===== src/rtl/booth_mul_sched.sv =====
// booth_mul_sched
//   Radix-4 Booth multiply scheduler. Two requesters share one iterative
//   signed multiply engine. One Booth digit is retired per clock. The
//   full-width product is returned with the requester ID.
//
//   Parameter W (even, >= 4): operand width. Product width is 2W.
//
//   Ports:
//     clk, rst_n                  clock, asynchronous active-low reset
//     req0_valid/ready/a/b        requester 0 operand port (valid/ready)
//     req1_valid/ready/a/b        requester 1 operand port (valid/ready)
//     rsp_valid/ready             product handshake
//     rsp_product [2W-1:0]        signed product A*B
//     rsp_id                      requester that issued the product
//     busy                        engine occupied (RUN or DONE)
//
//   Build option: define BOOTH_SCHED_FIXED_PRIO_EN for fixed priority.
//   Requester 0 then always wins ties. Round-robin is the default.
module booth_mul_sched #(
  parameter int W = 16
) (
  input  logic            clk,
  input  logic            rst_n,
  input  logic            req0_valid,
  output logic            req0_ready,
  input  logic [W-1:0]    req0_a,
  input  logic [W-1:0]    req0_b,
  input  logic            req1_valid,
  output logic            req1_ready,
  input  logic [W-1:0]    req1_a,
  input  logic [W-1:0]    req1_b,
  output logic            rsp_valid,
  input  logic            rsp_ready,
  output logic [2*W-1:0]  rsp_product,
  output logic            rsp_id,
  output logic            busy
);

  localparam int PW = 2 * W;
  localparam int ND = W / 2;
  localparam int CW = (ND > 1) ? $clog2(ND) : 1;
  localparam logic [CW-1:0] LAST_DIGIT = CW'(ND - 1);

  typedef enum logic [1:0] {
    IDLE = 2'd0,
    RUN  = 2'd1,
    DONE = 2'd2
  } state_t;

  state_t          state_r;
  logic [W-1:0]    a_r;
  logic [W-1:0]    b_r;
  logic            id_r;
  logic [PW-1:0]   acc_r;
  logic [CW-1:0]   cnt_r;
  logic            rsp_valid_r;
  logic [PW-1:0]   rsp_product_r;
  logic            rsp_id_r;
  logic            busy_r;
`ifndef BOOTH_SCHED_FIXED_PRIO_EN
  logic            rr_last_r;
`endif

  logic            grant_s;
  logic            req0_ready_s;
  logic            req1_ready_s;
  logic            accept_s;
  logic            accept_id_s;
  logic [W-1:0]    accept_a_s;
  logic [W-1:0]    accept_b_s;
  logic [W:0]      b_ext_s;
  logic [W:0]      b_shift_s;
  logic [2:0]      triplet_s;
  logic [PW-1:0]   a_sx_s;
  logic [PW-1:0]   pp_s;
  logic [PW-1:0]   shifted_s;
  logic [PW-1:0]   sum_s;

  // Arbitration: pick which requester would be accepted this cycle.
  always_comb begin
    grant_s = 1'b0;
`ifdef BOOTH_SCHED_FIXED_PRIO_EN
    if (req0_valid) begin
      grant_s = 1'b0;
    end else if (req1_valid) begin
      grant_s = 1'b1;
    end else begin
      grant_s = 1'b0;
    end
`else
    if (req0_valid && req1_valid) begin
      grant_s = ~rr_last_r;
    end else if (req1_valid) begin
      grant_s = 1'b1;
    end else begin
      grant_s = 1'b0;
    end
`endif
  end

  // Ready generation; rst_n gates the readies so they drop the moment reset asserts.
  always_comb begin
    req0_ready_s = 1'b0;
    req1_ready_s = 1'b0;
    if (rst_n && (state_r == IDLE)) begin
      req0_ready_s = ~grant_s;
      req1_ready_s = grant_s;
    end else begin
      req0_ready_s = 1'b0;
      req1_ready_s = 1'b0;
    end
  end

  // Accept decode and operand selection for the winning port.
  always_comb begin
    accept_s    = (req0_valid & req0_ready_s) | (req1_valid & req1_ready_s);
    accept_id_s = req1_valid & req1_ready_s;
    if (accept_id_s) begin
      accept_a_s = req1_a;
      accept_b_s = req1_b;
    end else begin
      accept_a_s = req0_a;
      accept_b_s = req0_b;
    end
  end

  // Booth digit datapath: recode the current triplet and form the shifted partial product.
  always_comb begin
    // The appended zero is B[-1], so digit i sits at bits [2i+2:2i].
    b_ext_s   = {b_r, 1'b0};
    b_shift_s = b_ext_s >> {cnt_r, 1'b0};
    triplet_s = b_shift_s[2:0];
    // Sign-extend before any negation so -2A of the most-negative A is exact.
    a_sx_s    = {{W{a_r[W-1]}}, a_r};
    case (triplet_s)
      3'b000, 3'b111: pp_s = {PW{1'b0}};
      3'b001, 3'b010: pp_s = a_sx_s;
      3'b011:         pp_s = {a_sx_s[PW-2:0], 1'b0};
      3'b100:         pp_s = -{a_sx_s[PW-2:0], 1'b0};
      3'b101, 3'b110: pp_s = -a_sx_s;
      default:        pp_s = {PW{1'b0}};
    endcase
    shifted_s = pp_s << {cnt_r, 1'b0};
    sum_s     = acc_r + shifted_s;
  end

  // Control FSM with datapath registers and registered response outputs.
  always_ff @(posedge clk or negedge rst_n) begin
    if (!rst_n) begin
      state_r       <= IDLE;
      a_r           <= {W{1'b0}};
      b_r           <= {W{1'b0}};
      id_r          <= 1'b0;
      acc_r         <= {PW{1'b0}};
      cnt_r         <= {CW{1'b0}};
      rsp_valid_r   <= 1'b0;
      rsp_product_r <= {PW{1'b0}};
      rsp_id_r      <= 1'b0;
      busy_r        <= 1'b0;
`ifndef BOOTH_SCHED_FIXED_PRIO_EN
      rr_last_r     <= 1'b1;
`endif
    end else begin
      case (state_r)
        IDLE: begin
          if (accept_s) begin
            a_r       <= accept_a_s;
            b_r       <= accept_b_s;
            id_r      <= accept_id_s;
            acc_r     <= {PW{1'b0}};
            cnt_r     <= {CW{1'b0}};
            busy_r    <= 1'b1;
            state_r   <= RUN;
`ifndef BOOTH_SCHED_FIXED_PRIO_EN
            rr_last_r <= accept_id_s;
`endif
          end else begin
            state_r <= IDLE;
          end
        end
        RUN: begin
          acc_r <= sum_s;
          if (cnt_r == LAST_DIGIT) begin
            // Product is copied out so it survives the next accept clearing acc_r.
            rsp_product_r <= sum_s;
            rsp_id_r      <= id_r;
            rsp_valid_r   <= 1'b1;
            state_r       <= DONE;
          end else begin
            cnt_r <= cnt_r + CW'(1'b1);
          end
        end
        DONE: begin
          if (rsp_ready) begin
            rsp_valid_r <= 1'b0;
            busy_r      <= 1'b0;
            state_r     <= IDLE;
          end else begin
            state_r <= DONE;
          end
        end
        default: begin
          rsp_valid_r <= 1'b0;
          busy_r      <= 1'b0;
          state_r     <= IDLE;
        end
      endcase
    end
  end

  assign req0_ready  = req0_ready_s;
  assign req1_ready  = req1_ready_s;
  assign rsp_valid   = rsp_valid_r;
  assign rsp_product = rsp_product_r;
  assign rsp_id      = rsp_id_r;
  assign busy        = busy_r;

endmodule


===== config.mk =====
export PLATFORM = sky130hd
export DESIGN_NAME = booth_mul_sched
export DESIGN_NICKNAME = d
export VERILOG_FILES = /design/src/rtl/booth_mul_sched.sv
export SDC_FILE = /design/constraint.sdc
export NUM_CORES = 1
export LEC_CHECK = 0
export ABC_AREA = 0
export BUFFER_PORTS_ARGS = -buffer_cell sky130_fd_sc_hd__clkbuf_2
export CAP_MARGIN = 20
export CORE_AREA = 2 2 119 121
export DETAILED_ROUTE_END_ITERATION = 6
export DIE_AREA = 0 0 121 123
export HOLD_SLACK_MARGIN = 0.15
export PLACE_DENSITY = 0.85
export REMOVE_ABC_BUFFERS = 1
export SLEW_MARGIN = 20
export SYNTH_ARGS = -nofsm -noshare
export SYNTH_HDL_FRONTEND = slang
export SYNTH_SLANG_ARGS = --single-unit

===== constraint.sdc =====
create_clock -name clk -period 14.6 [get_ports clk]
set_input_delay 0 -clock clk [delete_from_list [all_inputs] [get_ports clk]]
set_output_delay 0 -clock clk [all_outputs]
set_load 0.01 [all_outputs]

==> metrics.cfg <==
[place]
port_buffers=105
dpl_worst_slack_ns=8.76
gp_congestion=0.987
dp_hpwl_um=13000

[yosys]
synth.top_cell.area_share=0.352
synthDistinctLibCells=77
synth_ff_type=dfrtp_1
yosysTopAreaCell=dfrtp_1
yosysSeqAreaShare=0.355
synth_edf_count=0
synth_seq_cells=106
yosysWarnings=0
synth_cells=867
synth_area_mm2=0.00747
async_reset_ff_frac=1.00
syn_avg_cell_area_um2=8.62
synth.area.top_cells=dfrtp_1 35%, o21ai_0 7.4%, ha_1 5.9%, nand2_1 5.5%, mux2i_1 3.6%

[sta]
worst_slack_ns=8.65
fin_tns_setup_ns=0
setup_viol=0
fmax_ghz=0.168
fin_skew_ns=0.0114
fin_crit_ns=5.95
slew_headroom=0.385
timing.final.hold_violations=0
rsz0062_at_grt=false
tightest_slew_ns=0.922
maxSlewViolCount=0
fin_crit_sh=0.407

[finish]
drive_gt1_frac=0.164
final_cell_mix=110 x o21ai_0, 107 x nand2_1, 105 x dfrtp_1, 104 x clkbuf_2, 68 x dlygate4sd3_1
antenna_cells=0
final_common_cell=o21ai_0
area_delta_synth_final_pct=20.6
nets=1110

[setup_path]
cp_cell_sequence=buf_4 > mux2_1 > mux4_2 > xnor2_2 > a221oi_1 > a21o_1 > mux2i_1 > nor3b_1 > ha_1 > o21ai_0 > o21ai_0 > a41o_1 > a221o_1 > a21o_1 > a21o_1 > a311oi_1 > xor2_1 > o21ai_0
end_kind=flop
timing_worst_setup_path_type=reg -> reg
slowest_delay_ns=0.68
crit_fanout=42
slowest_stage=xnor2_2
startpoint_type=flop
critPathArrivalTime_ns=6.18
worstPathRequired_ns=14.83

[route]
drtIter0Drc=505
vias=7159
drt-total-wl_um=19700
drc=0
drt_pass1_iterations=5
antenna_left=0
routedWlPerCell_um=16.6
via_per_inst=6.02

[global_routing]
grtUsageTotal=0.278
grt_max_degree=101
first_global_vias=6894
grt_pass1_wl_um=33300
overflow=0
antenna_found_initial=0

[die]
num_io_pins=106
start_util=0.549
core.rowCount=43
die_h_um=123
die_area_mm2=0.0149
die_x_um=121
core_mm2=0.0136

[clock_network]
cts_setup_buffers=0
cts.sinks=106
cts_made_buffers=9
clk_path_buf_depth=2
cts_tree=done
htree_levels=3
cts-root-buf=clkbuf_16
clk_pin_slew_worst_paths_ns=0.07
insertion_delay_ns=0.36

[hold_path]
hp-class=in -> async

[flow_run]
drv_cap=0

[status]
outcome=complete, no violations

## stage by stage
step	instance area, µm²	hold slack (ns)	std cells	utilization
CTS	8990	0.210	1189	0.660
global route	9010	0.258	1190	0.662
global placement	8050	0.0423	1105	0.591
detailed placement	8050	0.0495	1105	0.591
floorplan	7230	-0.296	813	-
finish	9010	0.183	1190	0.662
## layer usage
metal / GRT usage / share of wire / vias to the layer above
met5: 0 / 0 / -
met4: 0.113 / 0.030 / 0
met3: 0.0434 / 0.047 / 52
met2: 0.451 / 0.48 / 223
met1: 0.374 / 0.45 / 3409
li1: - / - / 3475
## worst max-delay path, delay by kind of cell (launching register included)
kind,cells,cell delay [ns]
AOI/OAI and AO/OA,10,2.35
xor gates and xnor gates,2,0.90
adders and majority gates,1,0.31
buffers and inverters,1,0.39
DFF,1,0.32
muxes,3,1.29
and+or+nand+nor,1,0.24
## synth_stat cells, drive strengths merged (8+ instances only)
cell type	n
o21ai	121
nand2	109
dfrtp	105
a21oi	53
nand3	43
nor2	42
clkbuf	40
ha	35
o22ai	34
mux2i	28
a21o	27
xnor2	19
xor2	18
inv	15
buf	14
nor3	13
mux2	11
nand2b	10
nor2b	9
o21bai	8
o31ai	8
## layout make-up
cell class,instances,area (µm²)
Clock buffer,11,233
Clock inverter,5,28.8
Fill cell,1057,4600
Inverter,15,56.3
Multi-Input combinational cell,692,4530
Sequential cell,106,2650
Tap cell,180,225
Timing Repair Buffer,181,1280
## final timing paths
path	from	endpoint	slack [ns]	depth (start not counted)
worst max-delay path	cnt_r[2]	rsp_product[20]	8.65	18
worst min-delay path	rst_n	b_r[10]	0.18	2
worst max register to register	cnt_r[2]	rsp_product[20]	8.65	18
worst min register to register	rsp_product[9]	rsp_product[9]	0.48	2
max in group asynchronous	rst_n	acc_r[16]	13.24	3
min in group clk	req1_valid	req0_ready	0.30	3
## what timing repair did
item / 4_1_cts / 5_1_grt
gates resized for setup: 0 / 0
hold endpoints to repair: 81 / 0
hold buffers: 68 / 0
## state kept, by name, summed over array words and instances, names as in the netlist
signal and flops:
rr_last_r 1, cnt_r 3, a_r 16, id_r 1, acc_r 32, busy 1
rsp_valid 1, b_r 16, state_r 2, rsp_id 1, rsp_product 32
## logic make-up (layout without fill, tap and decap cells)
group | Yosys count | after routing | synth area share
xor+xnor | 37 | 37 | 0.0454
compound gates | 310 | 310 | 0.257
buf+inv | 69 | 212 | 0.0398
fa+ha+maj | 36 | 36 | 0.0613
simple gates | 265 | 265 | 0.172
mux | 44 | 44 | 0.0701
flops | 106 | 106 | 0.355
Power is not shown: default switching activity piles up to over one toggle a cycle in this logic, so the estimate is an artifact.
